### config.mk
export PLATFORM = sky130hd
export DESIGN_NAME = inst_align_buffer
export DESIGN_NICKNAME = d
export VERILOG_FILES = /design/src/rtl/inst_align_buffer_pkg.sv /design/src/rtl/inst_align_buffer_halfword_fifo.sv /design/src/rtl/inst_align_buffer.sv
export SDC_FILE = /design/constraint.sdc
export NUM_CORES = 1
export LEC_CHECK = 0
export BUFFER_PORTS_ARGS = -buffer_cell sky130_fd_sc_hd__buf_2
export CAP_MARGIN = 20
export CORE_AREA = 2 2 138 140
export DETAILED_ROUTE_END_ITERATION = 8
export DIE_AREA = 0 0 140 142
export PLACE_DENSITY = 0.73
export SLEW_MARGIN = 20
export SYNTH_ARGS = -nofsm -noshare
export SYNTH_HDL_FRONTEND = slang
export SYNTH_HIERARCHICAL = 1
export SYNTH_SLANG_ARGS = --single-unit
### constraint.sdc
create_clock -name clk -period 2.45 [get_ports clk]
set_clock_uncertainty 0.05 [all_clocks]
set_input_delay 0 -clock clk [delete_from_list [all_inputs] [get_ports clk]]
set_output_delay 0 -clock clk [all_outputs]
set_load 0.02 [all_outputs]
### src/rtl/inst_align_buffer_pkg.sv
// Shared fetch-side types and constants for the instruction align buffer.
// Optional compressed-instruction support is selected with INST_ALIGN_COMPRESSED_EN.
package inst_align_buffer_pkg;

  typedef logic [15:0] halfword_t;

  typedef enum logic [1:0] {
    IDLE    = 2'd0,
    WAIT    = 2'd1,
    DISCARD = 2'd2
  } fetch_state_t;

  // Low two bits of the first halfword that mark a full 32-bit instruction
  localparam logic [1:0] OPC_UNCOMPRESSED = 2'b11;

endpackage

### src/rtl/inst_align_buffer_halfword_fifo.sv
// Halfword FIFO feeding the instruction extractor.
// Accepts 0/1/2 halfwords and releases 0/1/2 halfwords per cycle; flush wins
// over push and pop. Pointers wrap modulo DEPTH, so DEPTH need not be a power of two.
module inst_align_buffer_halfword_fifo
  import inst_align_buffer_pkg::*;
#(
  parameter  int DEPTH = 4,
  localparam int CW    = $clog2(DEPTH + 1)
) (
  input  logic          clk,
  input  logic          reset_n,
  input  logic          i_flush,
  input  logic [1:0]    i_push_cnt,
  input  halfword_t     i_push_hw0,
  input  halfword_t     i_push_hw1,
  input  logic [1:0]    i_pop_cnt,
  output halfword_t     o_head_hw0,
  output halfword_t     o_head_hw1,
  output logic [CW-1:0] o_count
);

  localparam int PW = $clog2(DEPTH);

  halfword_t       r_mem [DEPTH];
  logic [PW-1:0]   r_head;
  logic [PW-1:0]   r_tail;
  logic [CW-1:0]   r_count;
  logic [PW-1:0]   w_head1;
  logic [PW-1:0]   w_tail1;

  function automatic logic [PW-1:0] ptr_add(input logic [PW-1:0] p, input logic [1:0] k);
    logic [PW:0] s;
    s = {1'b0, p} + {{(PW-1){1'b0}}, k};
    if (s >= (PW+1)'(DEPTH)) s = s - (PW+1)'(DEPTH);
    return s[PW-1:0];
  endfunction

  assign w_head1    = ptr_add(r_head, 2'd1);
  assign w_tail1    = ptr_add(r_tail, 2'd1);
  assign o_head_hw0 = r_mem[r_head];
  assign o_head_hw1 = r_mem[w_head1];
  assign o_count    = r_count;

  // Storage, pointers and occupancy; flush discards everything including a same-cycle push/pop
  always_ff @(posedge clk or negedge reset_n) begin
    if (!reset_n) begin
      r_head  <= '0;
      r_tail  <= '0;
      r_count <= '0;
      for (int i = 0; i < DEPTH; i++) r_mem[i] <= '0;
    end else if (i_flush) begin
      r_head  <= '0;
      r_tail  <= '0;
      r_count <= '0;
    end else begin
      if (i_push_cnt != 2'd0) r_mem[r_tail]  <= i_push_hw0;
      if (i_push_cnt == 2'd2) r_mem[w_tail1] <= i_push_hw1;
      r_tail  <= ptr_add(r_tail, i_push_cnt);
      r_head  <= ptr_add(r_head, i_pop_cnt);
      r_count <= r_count + CW'(i_push_cnt) - CW'(i_pop_cnt);
    end
  end

endmodule

### src/rtl/inst_align_buffer.sv
// Instruction align buffer: word fetch from instruction memory, halfword queue,
// one aligned instruction per cycle with its PC, redirect handling.
// Define INST_ALIGN_COMPRESSED_EN to support 16-bit compressed instructions;
// without it every instruction is 32-bit and word aligned.
module inst_align_buffer
  import inst_align_buffer_pkg::*;
#(
  parameter logic [31:0] RESET_PC = 32'h0000_0000,
  parameter int          HW_DEPTH = 4
) (
  input  logic        clk,
  input  logic        reset_n,
  input  logic        redirect_valid,
  input  logic [31:0] redirect_pc,
  output logic        imem_req,
  output logic [31:0] imem_addr,
  input  logic        imem_rvalid,
  input  logic [31:0] imem_rdata,
  output logic        inst_valid,
  output logic [31:0] inst,
  output logic [31:0] inst_pc,
  output logic        inst_compressed,
  input  logic        inst_ready,
  output logic        stall_compressed
);

  localparam int CW = $clog2(HW_DEPTH + 1);

  fetch_state_t  r_state;
  logic [31:0]   r_fetch_addr;
  logic [31:0]   r_inst_pc;
  logic [31:0]   r_imem_addr;
  logic          r_imem_req;
  logic          r_drop_low;

  halfword_t     w_h0;
  halfword_t     w_h1;
  logic [CW-1:0] w_count;
  logic [CW-1:0] w_need;
  logic          w_need_two;
  logic          w_inst_valid;
  logic          w_pop;
  logic          w_push_ok;
  logic          w_can_issue;
  logic [1:0]    w_push_cnt;
  logic [1:0]    w_pop_cnt;
  halfword_t     w_push_hw0;
  logic          w_redir_drop;
  logic [31:0]   w_redir_pc;
  logic          w_unused;

`ifdef INST_ALIGN_COMPRESSED_EN
  localparam logic RESET_DROP = RESET_PC[1];
  assign w_need_two   = (w_h0[1:0] == OPC_UNCOMPRESSED);
  assign w_redir_drop = redirect_pc[1];
  assign w_redir_pc   = {redirect_pc[31:1], 1'b0};
`else
  localparam logic RESET_DROP = 1'b0;
  assign w_need_two   = 1'b1;
  assign w_redir_drop = 1'b0;
  assign w_redir_pc   = {redirect_pc[31:2], 2'b00};
`endif

  // Bit 0 of the redirect target is never used (bit 1 too when compressed support is off)
  assign w_unused = ^redirect_pc[1:0];

  assign w_need       = w_need_two ? CW'(2) : CW'(1);
  assign w_inst_valid = (w_count >= w_need) && !redirect_valid;
  assign w_pop        = w_inst_valid && inst_ready;
  assign w_pop_cnt    = !w_pop ? 2'd0 : (w_need_two ? 2'd2 : 2'd1);
  assign w_push_ok    = (r_state == WAIT) && imem_rvalid && !redirect_valid;
  assign w_push_cnt   = !w_push_ok ? 2'd0 : (r_drop_low ? 2'd1 : 2'd2);
  assign w_push_hw0   = r_drop_low ? imem_rdata[31:16] : imem_rdata[15:0];
  // A new word can only be requested while it is guaranteed to fit
  assign w_can_issue  = (w_count <= CW'(HW_DEPTH - 2));

  inst_align_buffer_halfword_fifo #(
    .DEPTH (HW_DEPTH)
  ) u_fifo (
    .clk        (clk),
    .reset_n    (reset_n),
    .i_flush    (redirect_valid),
    .i_push_cnt (w_push_cnt),
    .i_push_hw0 (w_push_hw0),
    .i_push_hw1 (imem_rdata[31:16]),
    .i_pop_cnt  (w_pop_cnt),
    .o_head_hw0 (w_h0),
    .o_head_hw1 (w_h1),
    .o_count    (w_count)
  );

  assign imem_req   = r_imem_req;
  assign imem_addr  = r_imem_addr;
  assign inst_valid = w_inst_valid;
  assign inst_pc    = r_inst_pc;
  assign inst       = !w_inst_valid ? 32'h0 :
                      (w_need_two ? {w_h1, w_h0} : {16'h0, w_h0});

`ifdef INST_ALIGN_COMPRESSED_EN
  assign inst_compressed  = w_inst_valid && !w_need_two;
  assign stall_compressed = inst_ready && !w_inst_valid && (w_count == CW'(1)) && w_need_two;
`else
  assign inst_compressed  = 1'b0;
  assign stall_compressed = 1'b0;
`endif

  // Fetch FSM, fetch/issue address, drop-low flag and PC of the head instruction
  always_ff @(posedge clk or negedge reset_n) begin
    if (!reset_n) begin
      r_state      <= IDLE;
      r_fetch_addr <= {RESET_PC[31:2], 2'b00};
      r_drop_low   <= RESET_DROP;
      r_inst_pc    <= RESET_PC;
      r_imem_req   <= 1'b0;
      r_imem_addr  <= '0;
    end else if (redirect_valid) begin
      r_fetch_addr <= {redirect_pc[31:2], 2'b00};
      r_drop_low   <= w_redir_drop;
      r_inst_pc    <= w_redir_pc;
      // An outstanding read still has to complete; its data is thrown away
      case (r_state)
        WAIT, DISCARD: begin
          if (imem_rvalid) begin
            r_state    <= IDLE;
            r_imem_req <= 1'b0;
          end else begin
            r_state    <= DISCARD;
          end
        end
        default: r_state <= IDLE;
      endcase
    end else begin
      if (w_pop) r_inst_pc <= r_inst_pc + (w_need_two ? 32'd4 : 32'd2);
      case (r_state)
        IDLE: begin
          if (w_can_issue) begin
            r_state     <= WAIT;
            r_imem_req  <= 1'b1;
            r_imem_addr <= r_fetch_addr;
          end
        end
        WAIT: begin
          if (imem_rvalid) begin
            r_state      <= IDLE;
            r_imem_req   <= 1'b0;
            r_drop_low   <= 1'b0;
            r_fetch_addr <= r_fetch_addr + 32'd4;
          end
        end
        DISCARD: begin
          if (imem_rvalid) begin
            r_state    <= IDLE;
            r_imem_req <= 1'b0;
          end
        end
        default: begin
          r_state    <= IDLE;
          r_imem_req <= 1'b0;
        end
      endcase
    end
  end

endmodule

# Word-level counts from Yosys, hierarchy flattened
# Index checks and enable logic that the tools add are counted.
# totals
in_bits,69
elab_cells,111
ff_bits,171
output_inout_bits,100
# classes
n_reduce_logical,17
mux,46
add_sub_neg,12
n_lt_le_gt_ge,12
eq_ne,6
n_bitwise,5
# op_table
cell,n
$mux W32,6
$mux W64,3
$bwmux W64,2
$mux W16,7
$add A32 B3 Y32 const B,2
$bmux W16 S2,2
$demux W16 S2,2
$mux W2,14
$ge A3 B3 Y1 const B,8
$not A2 Y3,4
$reduce_bool A2 Y1,4
$sub A2 B1 Y2 const B,4
$mux W1,7
$add A2 B1 Y3 const B,2
$add A2 B2 Y3,2
$logic_and A1 B1 Y1,6
$lt A3 B1 Y1 const B,2
$reduce_and A2 Y1,3
$eq A2 B2 Y1 const B,2
$pmux W2 S2,1
$add A3 B2 Y3,1
$ge A3 B2 Y1 const B,1
$le A3 B2 Y1 const B,1
$mux W3,1
11 further kinds,11

# Depth between registers and ports, before layout
# logic_depth
ltp_word,10
mapped_depth,11
depth_no_buf,9

# Cells and area by module
# The synthesis kept the hierarchy.
# modules_own_cells
module,n_inst,area_per_inst_um2,seq_area_each_um2,cells_each
inst_align_buffer,1,5166.2,2327.2,530
inst_align_buffer_halfword_fifo,1,4080.2,1776.7,303

# Worst setup path after synthesis
# OpenSTA, ideal clock, no wires.
# synth_timing
path_kind,register to register
startpoint,register r_state[1]
endpoint,"register u_fifo.r_count[2], in the netlist u_fifo/o_count[2]"
required_time_ns,2.274
n_path_buf,1
arrival_time_ns,2.111
slack_ns,0.163
path_stages_with_launch,11
period_less_slack_ns,2.287
setup_ns,0.126
path_cell_list,dfrtp_1 -> inv_1 -> ha_1 -> nand2_1 -> nor2_1 -> buf_6 -> inv_1 -> fa_1 -> fa_1 -> xnor2_1 -> nor2_1
# synth_via
elab_chain_len,7
# synth_lines
item,line_no,rtl
from (decl),inst_align_buffer.sv:29,fetch_state_t r_state;
from (signal assigned),inst_align_buffer.sv:110,r_state <= IDLE;
from (signal assigned),inst_align_buffer.sv:124,r_state <= IDLE;
from (signal assigned),inst_align_buffer.sv:127,r_state <= DISCARD;
$eq A2 B1 Y1,inst_align_buffer.sv:71,assign w_push_ok = (r_state == WAIT) && imem_rvalid && !redirect_valid;
$logic_and A1 B1 Y1 (2 in series),inst_align_buffer.sv:71,
named net w_push_ok,inst_align_buffer.sv:43,logic w_push_ok;
$mux W2,inst_align_buffer.sv:72,assign w_push_cnt = !w_push_ok ? 2'd0 : (r_drop_low ? 2'd1 : 2'd2);
$add A3 B2 Y3,inst_align_buffer_halfword_fifo.sv:60,r_count <= r_count + CW'(i_push_cnt) - CW'(i_pop_cnt);
$sub A3 B2 Y3,inst_align_buffer_halfword_fifo.sv:60,
$mux W3,inst_align_buffer_halfword_fifo.sv:51,end else if (i_flush) begin
to (signal assigned),inst_align_buffer_halfword_fifo.sv:60,
to (decl),inst_align_buffer_halfword_fifo.sv:27,logic [CW-1:0] r_count;
# The timed path passes the listed nets, and every way through them passes these cells.
# A chain may end at the register's enable or synchronous reset.

# Worst setup path in the final report
# layout_timing
startpoint,"register r_inst_pc[2], in the netlist inst_pc[2]"
endpoint,"register r_inst_pc[22], in the netlist inst_pc[22]"
# layout_via
elab_chain_len,3
# layout_lines
item,line_no,rtl
from (decl),inst_align_buffer.sv:31,logic [31:0] r_inst_pc;
from (signal assigned),inst_align_buffer.sv:119,r_inst_pc <= w_redir_pc;
from (signal assigned),inst_align_buffer.sv:133,if (w_pop) r_inst_pc <= r_inst_pc + (w_need_two ? 32'd4 : 32'd2);
$add A32 B3 Y32,inst_align_buffer.sv:133,
$mux W32,inst_align_buffer.sv:133,
$mux W32,inst_align_buffer.sv:116,end else if (redirect_valid) begin
# Every way passes these cells. The select of a mux whose other input is x is not followed.

==> run_results.csv <==
group,metric,value,unit
route,postRouteAntennaNets,0,
final_layout,nFillCells,1428,
logic_synthesis,yosysMostFrequentCell,"dfrtp_1",
die,rows,50,
timing,setup_slack,0.1831,ns
route,firstDrtPassIters,7,
route,drt-total-wl,25050,microns
timing,fmaxAchievable,441.1,MHz
final_layout,final_util,0.6291,
status,violations,"DRC",
final_layout,drive_gt1_frac,0.3183,
route,num_vias,8058,
power,switching_share,0.3574,
clock_network,clockBufferDepth,2,
die,dieHeight,142,microns
logic_synthesis,postSynthAreaPerCell,11.10,sq um
logic_synthesis,synth_edf_count,0,
logic_synthesis,netlist_top_cells_count,"164 x dfrtp_1, 65 x o22ai_1, 50 x a2bb2oi_1",
timing,finalCritPeriodShare,0.9253,
placed_design,dp_slack,0.1620,ns
power,share_seq_of_total_power,0.391,
clock_network,worstSkewPairLatency,0.44,ns
route,viasPerCell,6.198,
die,die_x,140,microns
logic_synthesis,yosysSeqAreaShare,0.4438,
placed_design,place.gp.congestion,0.8209,
clock_network,ctsRootBufferMaster,"clkbuf_16",
timing,rsz0062_at_grt,"no",
route,route.met2.wl,12110,microns
timing,fin_setup_tns,0,ns
logic_synthesis,synth_area,9246,sq um
timing,period_needed,2.267,ns
power,vdd_drop_max,539.1,uV
die,top_level_ports,169,
critical_path,cpMaxStageDelayCell,"or4_4",
route,drc,32,
power,combPwrFrac,0.376,
power,switchingPower,4.021,mW
clock_network,cts_sinks,164,
final_layout,fin_nets,1132,
timing,slew_violations,0,
route,met1_length,10680,microns
timing,setup_viol,0,
grt,grt_pass1_wl,40800,microns
critical_path,critPathBufInv,0,
grt,antenna_found_initial,0,
critical_path,startpoint_type,"flop",
power,leakagePower,4.830,nW
critical_path,criticalPathCategory,"flop to flop",
power,power,11.25,mW
route,drtIter0Drc,815,
critical_path,cp-end-kind,"flop",
final_layout,fin_area,11610,sq um
grt,gr-usage-all-layers,0.2576,
critical_path,critPathTopFamily,"simple AND/OR/NAND/NOR gates",
route,topRoutingLayerUsed,"met4",
hold_path,hp-class,"primary input to flop",
final_layout,area_growth,25.56,%
logic_synthesis,yosysWarningCount,6,
critical_path,cp_data_required_time,2.76,ns
clock_network,cts_tree,"yes",
die,core_region_area,18460,sq um
logic_synthesis,synthTopCellsByArea,"dfrtp_1 44%, mux4_2 7.8%, mux2_2 5.2%",
power,power_frac_clock,0.233,
placed_design,placed_area,10390,sq um
die,die_area,19880,sq um
timing,whs,0.01974,ns
placed_design,dpl.hpwl,16590,microns
logic_synthesis,async_reset_ff_frac,1.000,
power,p_int,7.230,mW
logic_synthesis,yosysTopAreaCell,"dfrtp_1",
timing,finalHoldViolations,0,
critical_path,crit_chain,"ha_1 > nand2_1 > or4_4 > or4_1 > a31oi_1",
timing,slew_headroom,0.5201,
die,initial_core_util,0.5010,
critical_path,crit_arrival,2.57,ns
logic_synthesis,ys_types,58,
final_layout,fin_cells,1300,
grt,grt_max_degree,63,
critical_path,cp_slowest_stage_delay,0.64,ns
placed_design,io_buffers,160,
logic_synthesis,netlist_instances,833,
logic_synthesis,synth_seq_cells,164,
critical_path,critPathMaxFanout,15,
clock_network,clk_pin_slew,0.07,ns
logic_synthesis,synth_top_area_frac,0.4438,
power,power.density,969.0,nW/um^2
placed_design,placedCellCount,1203,
route,wl_met3,1852,microns
logic_synthesis,synth-main-ff-cell,"dfrtp_1",
run,cap_violations,0,
grt,grt_pass1_vias,7899,
status,status,"finished with violations",
timing,worst_pin_slew,0.7188,ns
clock_network,htree_levels,4,
grt,overflow,0,
route,wl_per_cell,19.27,microns
clock_network,cts_made_buffers,17,
[power groups by stage]
stage / sequential (mW) / combinational, mW / clock (mW)
6_report: 4.40 / 4.23 / 2.62
5_1_grt: 4.52 / 4.56 / 2.78
4_1_cts: 4.38 / 4.24 / 2.67
3_5_place_dp: 4.41 / 4.16 / 0
3_3_place_gp: 4.37 / 4.05 / 0
2_1_floorplan: 4.59 / 2.65 / 0
[flip-flops by register name, indices dropped and copies added, names as in the netlist]
signal / count
imem_req: 1
inst_pc: 30
u_fifo/r_mem: 64
u_fifo/r_tail: 2
r_state: 2
u_fifo/r_head: 2
u_fifo/o_count: 3
r_fetch_addr: 30
imem_addr: 30
[worst paths after layout]
path	start	end	slack, ns	cells after the start
min in group asynchronous	reset_n	u_fifo/r_mem[34]$_DFFE_PN0N_	0.05	2
max in group asynchronous	reset_n	r_fetch_addr[23]$_DFFE_PN0P_	1.56	3
min	redirect_valid	u_fifo/o_count[1]$_DFF_PN0_	0.02	3
max	inst_pc[2]$_DFFE_PN0P_	inst_pc[22]$_DFFE_PN0P_	0.18	5
max reg2reg	inst_pc[2]$_DFFE_PN0P_	inst_pc[22]$_DFFE_PN0P_	0.18	5
min reg2reg	imem_req$_DFFE_PN0P_	imem_req$_DFFE_PN0P_	0.45	1
[worst reg2reg max path, cell delays in order (launching register included)]
cell     delay [ns]
dfrtp_1        0.45
ha_1           0.22
nand2_1        0.13
or4_4          0.64
or4_1          0.54
a31oi_1        0.16
[cells by family after synthesis]
family | share of synthesized area
buffers and inverters | 0.04506
AOI/OAI and AO/OA | 0.1940
xor gates and xnor gates | 0.02368
and+or+nand+nor | 0.1429
other | 0.0004056
DFF | 0.4438
muxes | 0.1336
adders and majority gates | 0.01651
[layer usage]
layer  vias up  GRT usage
li1       3651          -
met1      4001     0.3439
met2       362     0.4304
met3        44    0.04711
met4         0    0.08453
met5         -          0
[layout by cell type, fill, tap and decap left out, drive strengths merged, types with 3 or more instances in the layout]
cell,instances
and4,5
ha,9
mux4,32
nor4,16
or4,17
mux2,43
a2bb2oi,60
o31ai,17
nor3,10
o2bb2a,4
a311oi,16
o22ai,65
clkbuf,19
nor2b,12
mux2i,3
xor2,10
clkinvlp,5
and3,7
nand2,34
xnor2,15
a211oi,3
o21ai,19
and2,35
nand2b,6
inv,24
or3,9
conb,11
nor2,40
a21oi,16
buf,196
nand4,17
or2,3
nand3,20
dlygate4sd3,64
dfrtp,164
a31oi,21
[final cells by class]
type	count	area (sq um)	area share
antenna	1	2.502	0.0002155
tap	234	292.8	0.02522
sequential	164	4105	0.3536
multi-input combinational	590	4771	0.4109
clock buffer	19	452.9	0.03901
clock inverter	13	121.4	0.01045
inverter	19	71.32	0.006143
timing repair buffer	260	1793	0.1544
[what timing repair did]
| action | 4_1_cts | 5_1_grt |
|---|---|---|
| endpoints found under the hold margin | 289 | 0 |
| buffers inserted | 0 | 0 |
| hold buffers | 64 | 0 |
| gates resized for setup | 0 | 3 |
| endpoints found under the setup margin | 0 | 15 |
No activity file was read; power rests on OpenSTA's default activity.
